`src/rtl/spi_reg_master.sv`:
```
// SPI initiator issuing single-register write/read frames to the SPI register-bank slave.
// Optional `SPI_MASTER_MISO_SYNC_EN adds a 2-flop synchronizer on spi_miso (needs CLK_DIV >= 3).
module spi_reg_master #(
    parameter int ADDR_W  = 4,
    parameter int REG_W   = 8,
    parameter int CLK_DIV = 4,
    parameter int CS_GAP  = 2
) (
    input  logic              clk,
    input  logic              rstb,
    input  logic              ena,
    input  logic [1:0]        mode,
    input  logic              cmd_valid,
    output logic              cmd_ready,
    input  logic              cmd_write,
    input  logic [ADDR_W-1:0] cmd_addr,
    input  logic [REG_W-1:0]  cmd_wdata,
    output logic              rsp_valid,
    output logic [REG_W-1:0]  rsp_rdata,
    output logic              busy,
    output logic              spi_cs_n,
    output logic              spi_clk,
    output logic              spi_mosi,
    input  logic              spi_miso
);
    localparam int FRAME_W = 8 + REG_W;
    localparam int EDGES   = 2 * FRAME_W;
    localparam int CNT_W   = $clog2(CLK_DIV + CS_GAP + 1);
    localparam int EDGE_W  = $clog2(EDGES + 1);
    localparam logic [CNT_W-1:0]  DIV_LAST  = CNT_W'(CLK_DIV - 1);
    localparam logic [CNT_W-1:0]  GAP_LAST  = CNT_W'(CS_GAP - 1);
    localparam logic [EDGE_W-1:0] EDGE_LAST = EDGE_W'(EDGES - 1);

    if (ADDR_W < 1 || ADDR_W > 7) begin : g_bad_addr_w
        $error("spi_reg_master: ADDR_W must be 1..7");
    end
    if (CLK_DIV < 1 || CS_GAP < 1) begin : g_bad_timing
        $error("spi_reg_master: CLK_DIV and CS_GAP must be >= 1");
    end

    typedef enum logic [2:0] {
        IDLE  = 3'd0,
        SETUP = 3'd1,
        SHIFT = 3'd2,
        HOLD  = 3'd3,
        GAP   = 3'd4
    } state_t;

    state_t              state_q, state_d;
    logic [CNT_W-1:0]    cnt_q, cnt_d;
    logic [EDGE_W-1:0]   edge_q, edge_d;
    logic [1:0]          mode_q, mode_d;
    logic                write_q, write_d;
    logic [FRAME_W-1:0]  tx_q, tx_d;
    logic [REG_W-1:0]    rx_q, rx_d;
    logic                cs_n_q, cs_n_d;
    logic                sclk_q, sclk_d;
    logic                mosi_q, mosi_d;
    logic                rsp_valid_q, rsp_valid_d;
    logic [REG_W-1:0]    rdata_q, rdata_d;
    logic                busy_q, busy_d;

    logic [7:0]          cmd_byte_s;
    logic [FRAME_W-1:0]  frame_s;
    logic                lead_s;
    logic                samp_now_s;
    logic                capture_s;
    logic                miso_bit_s;

`ifdef SPI_MASTER_MISO_SYNC_EN
    if (CLK_DIV < 3) begin : g_bad_sync_div
        $error("spi_reg_master: CLK_DIV must be >= 3 with SPI_MASTER_MISO_SYNC_EN");
    end
    logic       miso_s1_q, miso_s1_d;
    logic       miso_s2_q, miso_s2_d;
    logic [1:0] samp_pipe_q, samp_pipe_d;
`endif

    assign cmd_ready = ena && (state_q == IDLE);
    assign rsp_valid = rsp_valid_q;
    assign rsp_rdata = rdata_q;
    assign busy      = busy_q;
    assign spi_cs_n  = cs_n_q;
    assign spi_clk   = sclk_q;
    assign spi_mosi  = mosi_q;

    // Next-state, datapath and registered-output computation
    always_comb begin
        state_d     = state_q;
        cnt_d       = cnt_q;
        edge_d      = edge_q;
        mode_d      = mode_q;
        write_d     = write_q;
        tx_d        = tx_q;
        cs_n_d      = cs_n_q;
        sclk_d      = sclk_q;
        mosi_d      = mosi_q;
        rsp_valid_d = 1'b0;
        rdata_d     = rdata_q;
        busy_d      = busy_q;
        lead_s      = ~edge_q[0];
        samp_now_s  = 1'b0;

        cmd_byte_s    = 8'(cmd_addr);
        cmd_byte_s[7] = cmd_write;
        frame_s       = {cmd_byte_s, (cmd_write ? cmd_wdata : {REG_W{1'b0}})};

        case (state_q)
            IDLE: begin
                sclk_d = mode[1];
                cs_n_d = 1'b1;
                mosi_d = 1'b0;
                busy_d = 1'b0;
                if (cmd_valid && cmd_ready) begin
                    state_d = SETUP;
                    cnt_d   = {CNT_W{1'b0}};
                    mode_d  = mode;
                    write_d = cmd_write;
                    cs_n_d  = 1'b0;
                    busy_d  = 1'b1;
                    // CPHA=0 presents the MSB before the first edge; CPHA=1 drives it on that edge
                    if (mode[0]) begin
                        tx_d   = frame_s;
                        mosi_d = 1'b0;
                    end else begin
                        tx_d   = frame_s << 1'b1;
                        mosi_d = frame_s[FRAME_W-1];
                    end
                end else begin
                    tx_d = tx_q;
                end
            end
            SETUP: begin
                if (cnt_q == DIV_LAST) begin
                    state_d = SHIFT;
                    cnt_d   = {CNT_W{1'b0}};
                    edge_d  = {EDGE_W{1'b0}};
                end else begin
                    cnt_d = cnt_q + CNT_W'(1);
                end
            end
            SHIFT: begin
                if (cnt_q == DIV_LAST) begin
                    cnt_d  = {CNT_W{1'b0}};
                    sclk_d = ~sclk_q;
                    edge_d = edge_q + EDGE_W'(1);
                    if (lead_s != mode_q[0]) begin
                        samp_now_s = 1'b1;
                    end else begin
                        mosi_d = tx_q[FRAME_W-1];
                        tx_d   = tx_q << 1'b1;
                    end
                    if (edge_q == EDGE_LAST) begin
                        state_d = HOLD;
                    end else begin
                        state_d = SHIFT;
                    end
                end else begin
                    cnt_d = cnt_q + CNT_W'(1);
                end
            end
            HOLD: begin
                if (cnt_q == DIV_LAST) begin
                    state_d     = GAP;
                    cnt_d       = {CNT_W{1'b0}};
                    cs_n_d      = 1'b1;
                    mosi_d      = 1'b0;
                    rsp_valid_d = 1'b1;
                    if (!write_q) begin
                        rdata_d = rx_q;
                    end else begin
                        rdata_d = rdata_q;
                    end
                end else begin
                    cnt_d = cnt_q + CNT_W'(1);
                end
            end
            GAP: begin
                if (cnt_q == GAP_LAST) begin
                    state_d = IDLE;
                    cnt_d   = {CNT_W{1'b0}};
                    busy_d  = 1'b0;
                end else begin
                    cnt_d = cnt_q + CNT_W'(1);
                end
            end
            default: begin
                state_d = IDLE;
                cnt_d   = {CNT_W{1'b0}};
                cs_n_d  = 1'b1;
                mosi_d  = 1'b0;
                busy_d  = 1'b0;
            end
        endcase

        // Disable aborts an active frame: bus goes idle at once, no response is produced
        if (!ena && (state_q == SETUP || state_q == SHIFT || state_q == HOLD)) begin
            state_d     = GAP;
            cnt_d       = {CNT_W{1'b0}};
            cs_n_d      = 1'b1;
            sclk_d      = mode_q[1];
            mosi_d      = 1'b0;
            rsp_valid_d = 1'b0;
            rdata_d     = rdata_q;
            samp_now_s  = 1'b0;
        end else begin
            rsp_valid_d = rsp_valid_d;
        end

`ifdef SPI_MASTER_MISO_SYNC_EN
        miso_s1_d   = spi_miso;
        miso_s2_d   = miso_s1_q;
        samp_pipe_d = {samp_pipe_q[0], samp_now_s};
        capture_s   = samp_pipe_q[1];
        miso_bit_s  = miso_s2_q;
`else
        capture_s   = samp_now_s;
        miso_bit_s  = spi_miso;
`endif
        if (capture_s) begin
            rx_d = (rx_q << 1'b1) | REG_W'(miso_bit_s);
        end else begin
            rx_d = rx_q;
        end
    end

    // State and output registers with asynchronous active-low reset
    always_ff @(posedge clk or negedge rstb) begin
        if (!rstb) begin
            state_q     <= IDLE;
            cnt_q       <= {CNT_W{1'b0}};
            edge_q      <= {EDGE_W{1'b0}};
            mode_q      <= 2'b00;
            write_q     <= 1'b0;
            tx_q        <= {FRAME_W{1'b0}};
            rx_q        <= {REG_W{1'b0}};
            cs_n_q      <= 1'b1;
            sclk_q      <= 1'b0;
            mosi_q      <= 1'b0;
            rsp_valid_q <= 1'b0;
            rdata_q     <= {REG_W{1'b0}};
            busy_q      <= 1'b0;
`ifdef SPI_MASTER_MISO_SYNC_EN
            miso_s1_q   <= 1'b0;
            miso_s2_q   <= 1'b0;
            samp_pipe_q <= 2'b00;
`endif
        end else begin
            state_q     <= state_d;
            cnt_q       <= cnt_d;
            edge_q      <= edge_d;
            mode_q      <= mode_d;
            write_q     <= write_d;
            tx_q        <= tx_d;
            rx_q        <= rx_d;
            cs_n_q      <= cs_n_d;
            sclk_q      <= sclk_d;
            mosi_q      <= mosi_d;
            rsp_valid_q <= rsp_valid_d;
            rdata_q     <= rdata_d;
            busy_q      <= busy_d;
`ifdef SPI_MASTER_MISO_SYNC_EN
            miso_s1_q   <= miso_s1_d;
            miso_s2_q   <= miso_s2_d;
            samp_pipe_q <= samp_pipe_d;
`endif
        end
    end

endmodule

```
`config.mk`:
```
export PLATFORM = sky130hd
export DESIGN_NAME = spi_reg_master
export DESIGN_NICKNAME = d
export VERILOG_FILES = /design/src/rtl/spi_reg_master.sv
export SDC_FILE = /design/constraint.sdc
export NUM_CORES = 1
export LEC_CHECK = 0
export CORE_ASPECT_RATIO = 1.1
export CORE_MARGIN = 2
export CORE_UTILIZATION = 40
export DETAILED_ROUTE_END_ITERATION = 10
export PLACE_DENSITY = 0.69
export SLEW_MARGIN = 20
export SYNTH_ARGS = -nofsm -noshare
export SYNTH_HDL_FRONTEND = slang
export SYNTH_SLANG_ARGS = --single-unit
```
`constraint.sdc`:
```
create_clock -name clk -period 4.1 [get_ports clk]
set_input_delay 0.82 -clock clk [delete_from_list [all_inputs] [get_ports clk]]
set_output_delay 0.82 -clock clk [all_outputs]
set_load 0.02 [all_outputs]
```
==> impl_metrics.ini, run 1 <==
[outcome]
outcome = completed

[power]
intPower_mw = 1.011
p_per_area_mw_per_mm2 = 469.7
power_leakage_nw = 1.429
vdd.ir_drop.worst_uv = 181.9
p_seq_frac = 0.482
p_sw_frac = 0.3342
switching_power_uw = 507.3
p_comb_frac = 0.317
power_frac_clock = 0.201

[final_layout]
final_layout_size_suffix_gt1_frac = 0.2029
post-route-util = 0.4873
num-nets-final = 301
postLayoutCellArea_sq_mm = 0.003232
final_cells = 358
areaGrowthSynthToFinish_pct = 17.46
diodes = 0

[worst_hold_path]
holdCritPathClass = flop to flop

[sta]
worstMarginPinSlew_ns = 0.7601
setup-tns-final_ns = 0
max_slew_margin = 0.4933
worst_slack_ns = 0.8178
fin_crit_sh = 0.8005
setup_viol = 0
finalHoldViolations = 0
period_minus_slack_ns = 3.282
rsz0062_at_grt = false
finalMaxSlewViolations = 0
fmax_ghz = 0.3047
skew_ns = 0.009744

[detailed_routing]
vias = 1889
routed_via_density = 5.277
avgRoutedWirePerCell_um = 14.24
first_pass_iters = 4
ant_nets = 0
drcViolationCount = 0
wl_um = 5099
drt_iter0_drc = 90

[yosys]
synth_top_area_frac = 0.4638
postSynthAreaPerCell_sq_um = 11.14
netlist_instances = 247
synth_top_area_cell = dfrtp_1
synth-edff-count = 0
ys_types = 44
synth_seq_cells = 52
synth-async-reset-ratio = 1.000
synth_common_cells = 51 x dfrtp_1, 26 x mux2_2, 19 x nand2_1
synth_area_sq_mm = 0.002751
ys_seq_area_frac = 0.4734
synth_most_common_cell = dfrtp_1
yosys_warnings = 0
syn-num-nets = 273
synthFlopType = dfrtp_1
yosys-top-cells-area = dfrtp_1 46%, mux2_2 11%, mux2i_1 5.5%

[global_route]
use_met2 = 0.2419
antenna_found_initial = 0
grt_pass1_vias = 1885
grt_busiest_layer = met2
met3_usage = 0.02727
grt_max_degree = 32
grt_overflow_total = 0
grtUsageMet1 = 0.1870
grt_pass1_wl_um = 8942
grt.total_usage = 0.1436

[placement]
portBuffers = 33
place.gp.congestion = 0.7490
placed_area_sq_mm = 0.003137
dp_hpwl_um = 3522
dp_cells = 350
place_ws_ns = 0.8387

[cts]
root_buffer = clkbuf_8
post_cts_resize_count = 0
clk_latency_ns = 0.31
cts-htree-levels = 2
clk_pin_slew_ns = 0.10
post-cts-setup-buffer-count = 0
ctsHoldBuffers = 0
clock_tree.buffer_depth = 2
cts_inserted_buffers = 5
cts_tree = done
cts_num_sinks = 52

[floorplan]
dieArea_sq_mm = 0.007559
coreArea_sq_mm = 0.006633
num_io_pins = 34
initial_core_util = 0.4148
die_y_um = 90.99
die_w_um = 83.08
row_count = 31

[critical_path]
arrival_ns = 2.46
cp_max_fo = 10
startpoint_type = input port
crit_type = input port to output port
end_kind = output port
required_ns = 3.28

[job]
cap_viol_max_count = 0
cell usage in the layout, fill, tap and decap left out, drive strengths merged, types with 2 or more instances in the layout:
cell           Yosys  routed
a2111oi            2       2
a21oi              4       4
a22o              10      10
a22oi              3       3
buf                8       5
clkbuf             8       5
clkdlybuf4s50      0      32
clkinv             0       2
dfrtp             51      51
ha                 6       6
inv               13      14
mux2              33      33
mux2i             15      15
nand2             20      20
nand2b             3       3
nand3              4       4
nor2              16      16
nor2b              4       4
nor3               4       4
nor3b              4       4
nor4               4       4
o211ai             2       2
o21ai             12      12
o221ai             2       2
or2                2       2
xnor2              4       4
xor2               2       2
stage by stage:
step | total power [mW] | hold slack (ns)
finish | 1.518 | 0.4670
global route | 1.622 | 0.5013
CTS | 1.542 | 0.4682
detailed placement | 1.225 | 0.4522
global placement | 1.219 | 0.4519
floorplan | 1.097 | 0.4750
path summary, 6_finish.rpt:
check | cells after the start | slack [ns] | from | endpoint
worst max-delay path | 4 | 0.82 | ena | cmd_ready
worst min-delay path | 2 | 0.47 | spi_cs_n | spi_cs_n
worst max register to register | 6 | 1.46 | cnt_q[0] | rsp_rdata[0]
worst min register to register | 2 | 0.47 | spi_cs_n | spi_cs_n
max in group asynchronous | 2 | 2.80 | rstb | tx_q[0]
min in group asynchronous | 1 | 0.55 | rstb | edge_q[4]
cells by family after synthesis:
family / after synthesis / synth area share
xor gates and xnor gates: 6 / 0.02183
adders and majority gates: 6 / 0.02728
AOI/OAI and AO/OA: 41 / 0.1151
buffers and inverters: 29 / 0.04593
DFF: 52 / 0.4734
and+or+nand+nor: 65 / 0.1173
muxes: 48 / 0.1992
power by group through the flow:
stage / Clock [mW] / Sequential, mW / Combinational, mW
final: 0.305 / 0.732 / 0.481
after global routing: 0.341 / 0.749 / 0.532
after floorplan: 0 / 0.696 / 0.402
after CTS: 0.322 / 0.731 / 0.488
after global placement: 0 / 0.740 / 0.480
after detailed placement: 0 / 0.739 / 0.486
flip-flops by register name, indices dropped and copies added (netlist names):
signal	cells
state_q	3
rx_q	8
mode_q	2
cnt_q	3
spi_mosi	1
rsp_rdata	8
edge_q	6
busy	1
rsp_valid	1
tx_q	16
write_q	1
spi_clk	1
spi_cs_n	1
area by class of cell:
class | count | area, sq um
repair buffers | 37 | 355.3
fillers | 631 | 3401
clock buffers | 5 | 68.82
well taps | 82 | 102.6
flip-flops and latches | 52 | 1303
multi-input cells | 166 | 1328
inverters | 13 | 48.80
clock inverters | 3 | 26.28
metal layers:
layer | share of wire | vias up | routed length [um]
met1 | 0.47 | 930 | 2387
met3 | 0.023 | 5 | 117
met5 | 0 | - | 0
met4 | 0.011 | 0 | 56
li1 | - | 927 | -
met2 | 0.50 | 27 | 2538
worst max-delay path, cell delays in order:
cell and delay, ns:
clkdlybuf4s50_1 0.69, nand2b_1 0.16, nor3_1 0.16, clkdlybuf4s50_1 0.63
Power figures use the tool's default switching activity.
==> run 2: changes to the inputs <==
--- a/config.mk
+++ b/config.mk
@@ -9,7 +9,7 @@
 export CORE_MARGIN = 2
 export CORE_UTILIZATION = 40
 export DETAILED_ROUTE_END_ITERATION = 10
-export PLACE_DENSITY = 0.69
+export PLACE_DENSITY = 0.71
 export SLEW_MARGIN = 20
 export SYNTH_ARGS = -nofsm -noshare
 export SYNTH_HDL_FRONTEND = slang
==> constraint.sdc (replaced) <==
create_clock -name clk -period 2.9 [get_ports clk]
set_input_delay 0.58 -clock clk [delete_from_list [all_inputs] [get_ports clk]]
set_output_delay 0.58 -clock clk [all_outputs]
set_load 0.02 [all_outputs]
==> impl_metrics.ini, run 2 (same netlist as run 1, synthesis figures left out) <==
[worst_hold_path]
holdCritPathClass = input port to asynchronous set/reset pin

[global_route]
antenna_found_initial = 0
grt_pass1_vias = 1930
grt_pass1_wl_um = 9039
use_met2 = 0.2332
met3_usage = 0.03000
grt_max_degree = 30
grtUsageMet1 = 0.1944
grt_overflow_total = 0
grt_busiest_layer = met2
grt.total_usage = 0.1447

[detailed_routing]
drcViolationCount = 0
ant_nets = 0
drt_iter0_drc = 91
avgRoutedWirePerCell_um = 13.92
wl_um = 5095
routed_via_density = 5.254
vias = 1923
first_pass_iters = 4

[floorplan]
die_y_um = 90.99
dieArea_sq_mm = 0.007559
row_count = 31
coreArea_sq_mm = 0.006633
die_w_um = 83.08
initial_core_util = 0.4148
num_io_pins = 34

[cts]
cts-htree-levels = 2
clock_tree.buffer_depth = 2
post_cts_resize_count = 0
cts_inserted_buffers = 5
root_buffer = clkbuf_8
ctsHoldBuffers = 0
cts_tree = done
clk_pin_slew_ns = 0.10
cts_num_sinks = 52
clk_latency_ns = 0.31
post-cts-setup-buffer-count = 0

[final_layout]
largest_register_ffs = 16
largest_register = tx_q
final_layout_size_suffix_gt1_frac = 0.2254
areaGrowthSynthToFinish_pct = 20.10
final_cell_mix = 51 x dfrtp_1, 32 x clkdlybuf4s50_1, 26 x mux2_2, 19 x nand2_1, 16 x nor2_1
fillers = 618
diodes = 0
postLayoutCellArea_sq_mm = 0.003304
num-nets-final = 309
final_common_cell = dfrtp_1
final_cells = 366

[critical_path]
arrival_ns = 1.93
crit_type = input port to output port
required_ns = 2.32
startpoint_type = input port
cp_max_fo = 4
end_kind = output port

[sta]
worst_slack_ns = 0.3870
worstMarginPinSlew_ns = 0.6873
finalMaxSlewViolations = 0
setup_viol = 0
max_slew_margin = 0.5418
rsz0062_at_grt = false
fmax_ghz = 0.3979
setup-tns-final_ns = 0
finalHoldViolations = 0
period_minus_slack_ns = 2.513
skew_ns = 0.01199
fin_crit_sh = 0.8665

[outcome]
outcome = completed

[placement]
place.gp.congestion = 0.8013
dp_hpwl_um = 3609
dp_cells = 358
place_ws_ns = 0.3905
portBuffers = 33
placed_area_sq_mm = 0.003209

[power]
finalPower_mw = 2.180
power_leakage_nw = 1.475
vdd.ir_drop.worst_uv = 288.5
p_per_area_mw_per_mm2 = 659.7

[job]
cap_viol_max_count = 0
run 2: cell types whose count changed in the layout (fill, tap and decap cells not counted), sizes merged:
cell / before / now
buf: 5 / 13
run 2: power by group:
group / total [mW] / leakage (nW) / internal [mW] / switching (mW)
Clock: 0.436 / 0.0487 / 0.176 / 0.260
Sequential: 1.01 / 0.691 / 0.877 / 0.131
Combinational: 0.736 / 0.736 / 0.397 / 0.339
Total: 2.18 / 1.48 / 1.45 / 0.729
run 2: final timing paths:
path / startpoint / to / slack [ns] / cells after the start
max: ena / cmd_ready / 0.39 / 4
min reg2reg: spi_cs_n / spi_cs_n / 0.48 / 2
min: rstb / cnt_q[2] / 0.27 / 1
max in group asynchronous: rstb / spi_cs_n / 2.01 / 2
max reg2reg: cnt_q[0] / tx_q[0] / 0.62 / 6
min in group clk: spi_cs_n / spi_cs_n / 0.48 / 2
run 2: area by class of cell:
class,count,area [sq um],share of cell area
clock buffer,5,68.82,0.02083
inverter,13,48.80,0.01477
sequential,52,1303,0.3942
multi-input combinational,166,1328,0.4017
tap,82,102.6,0.03105
timing repair buffer,45,427.9,0.1295
clock inverter,3,26.28,0.007952
run 2: through the flow:
step	utilization	hold WS, ns
after floorplan	-	0.2844
after global placement	0.4839	0.4500
after detailed placement	0.4839	0.4729
after CTS	0.4982	0.2856
after global routing	0.4982	0.3138
final	0.4982	0.2667
run 2: worst max-delay path: stages:
cell and delay (ns):
clkdlybuf4s50_1 0.48, nand2b_1 0.10, nor3_1 0.14, clkdlybuf4s50_1 0.63
run 2: metal layers:
layer | vias up | wire (um)
met5 | - | 0
met4 | 0 | 74
met3 | 6 | 183
met2 | 36 | 2391
met1 | 938 | 2446
li1 | 943 | -
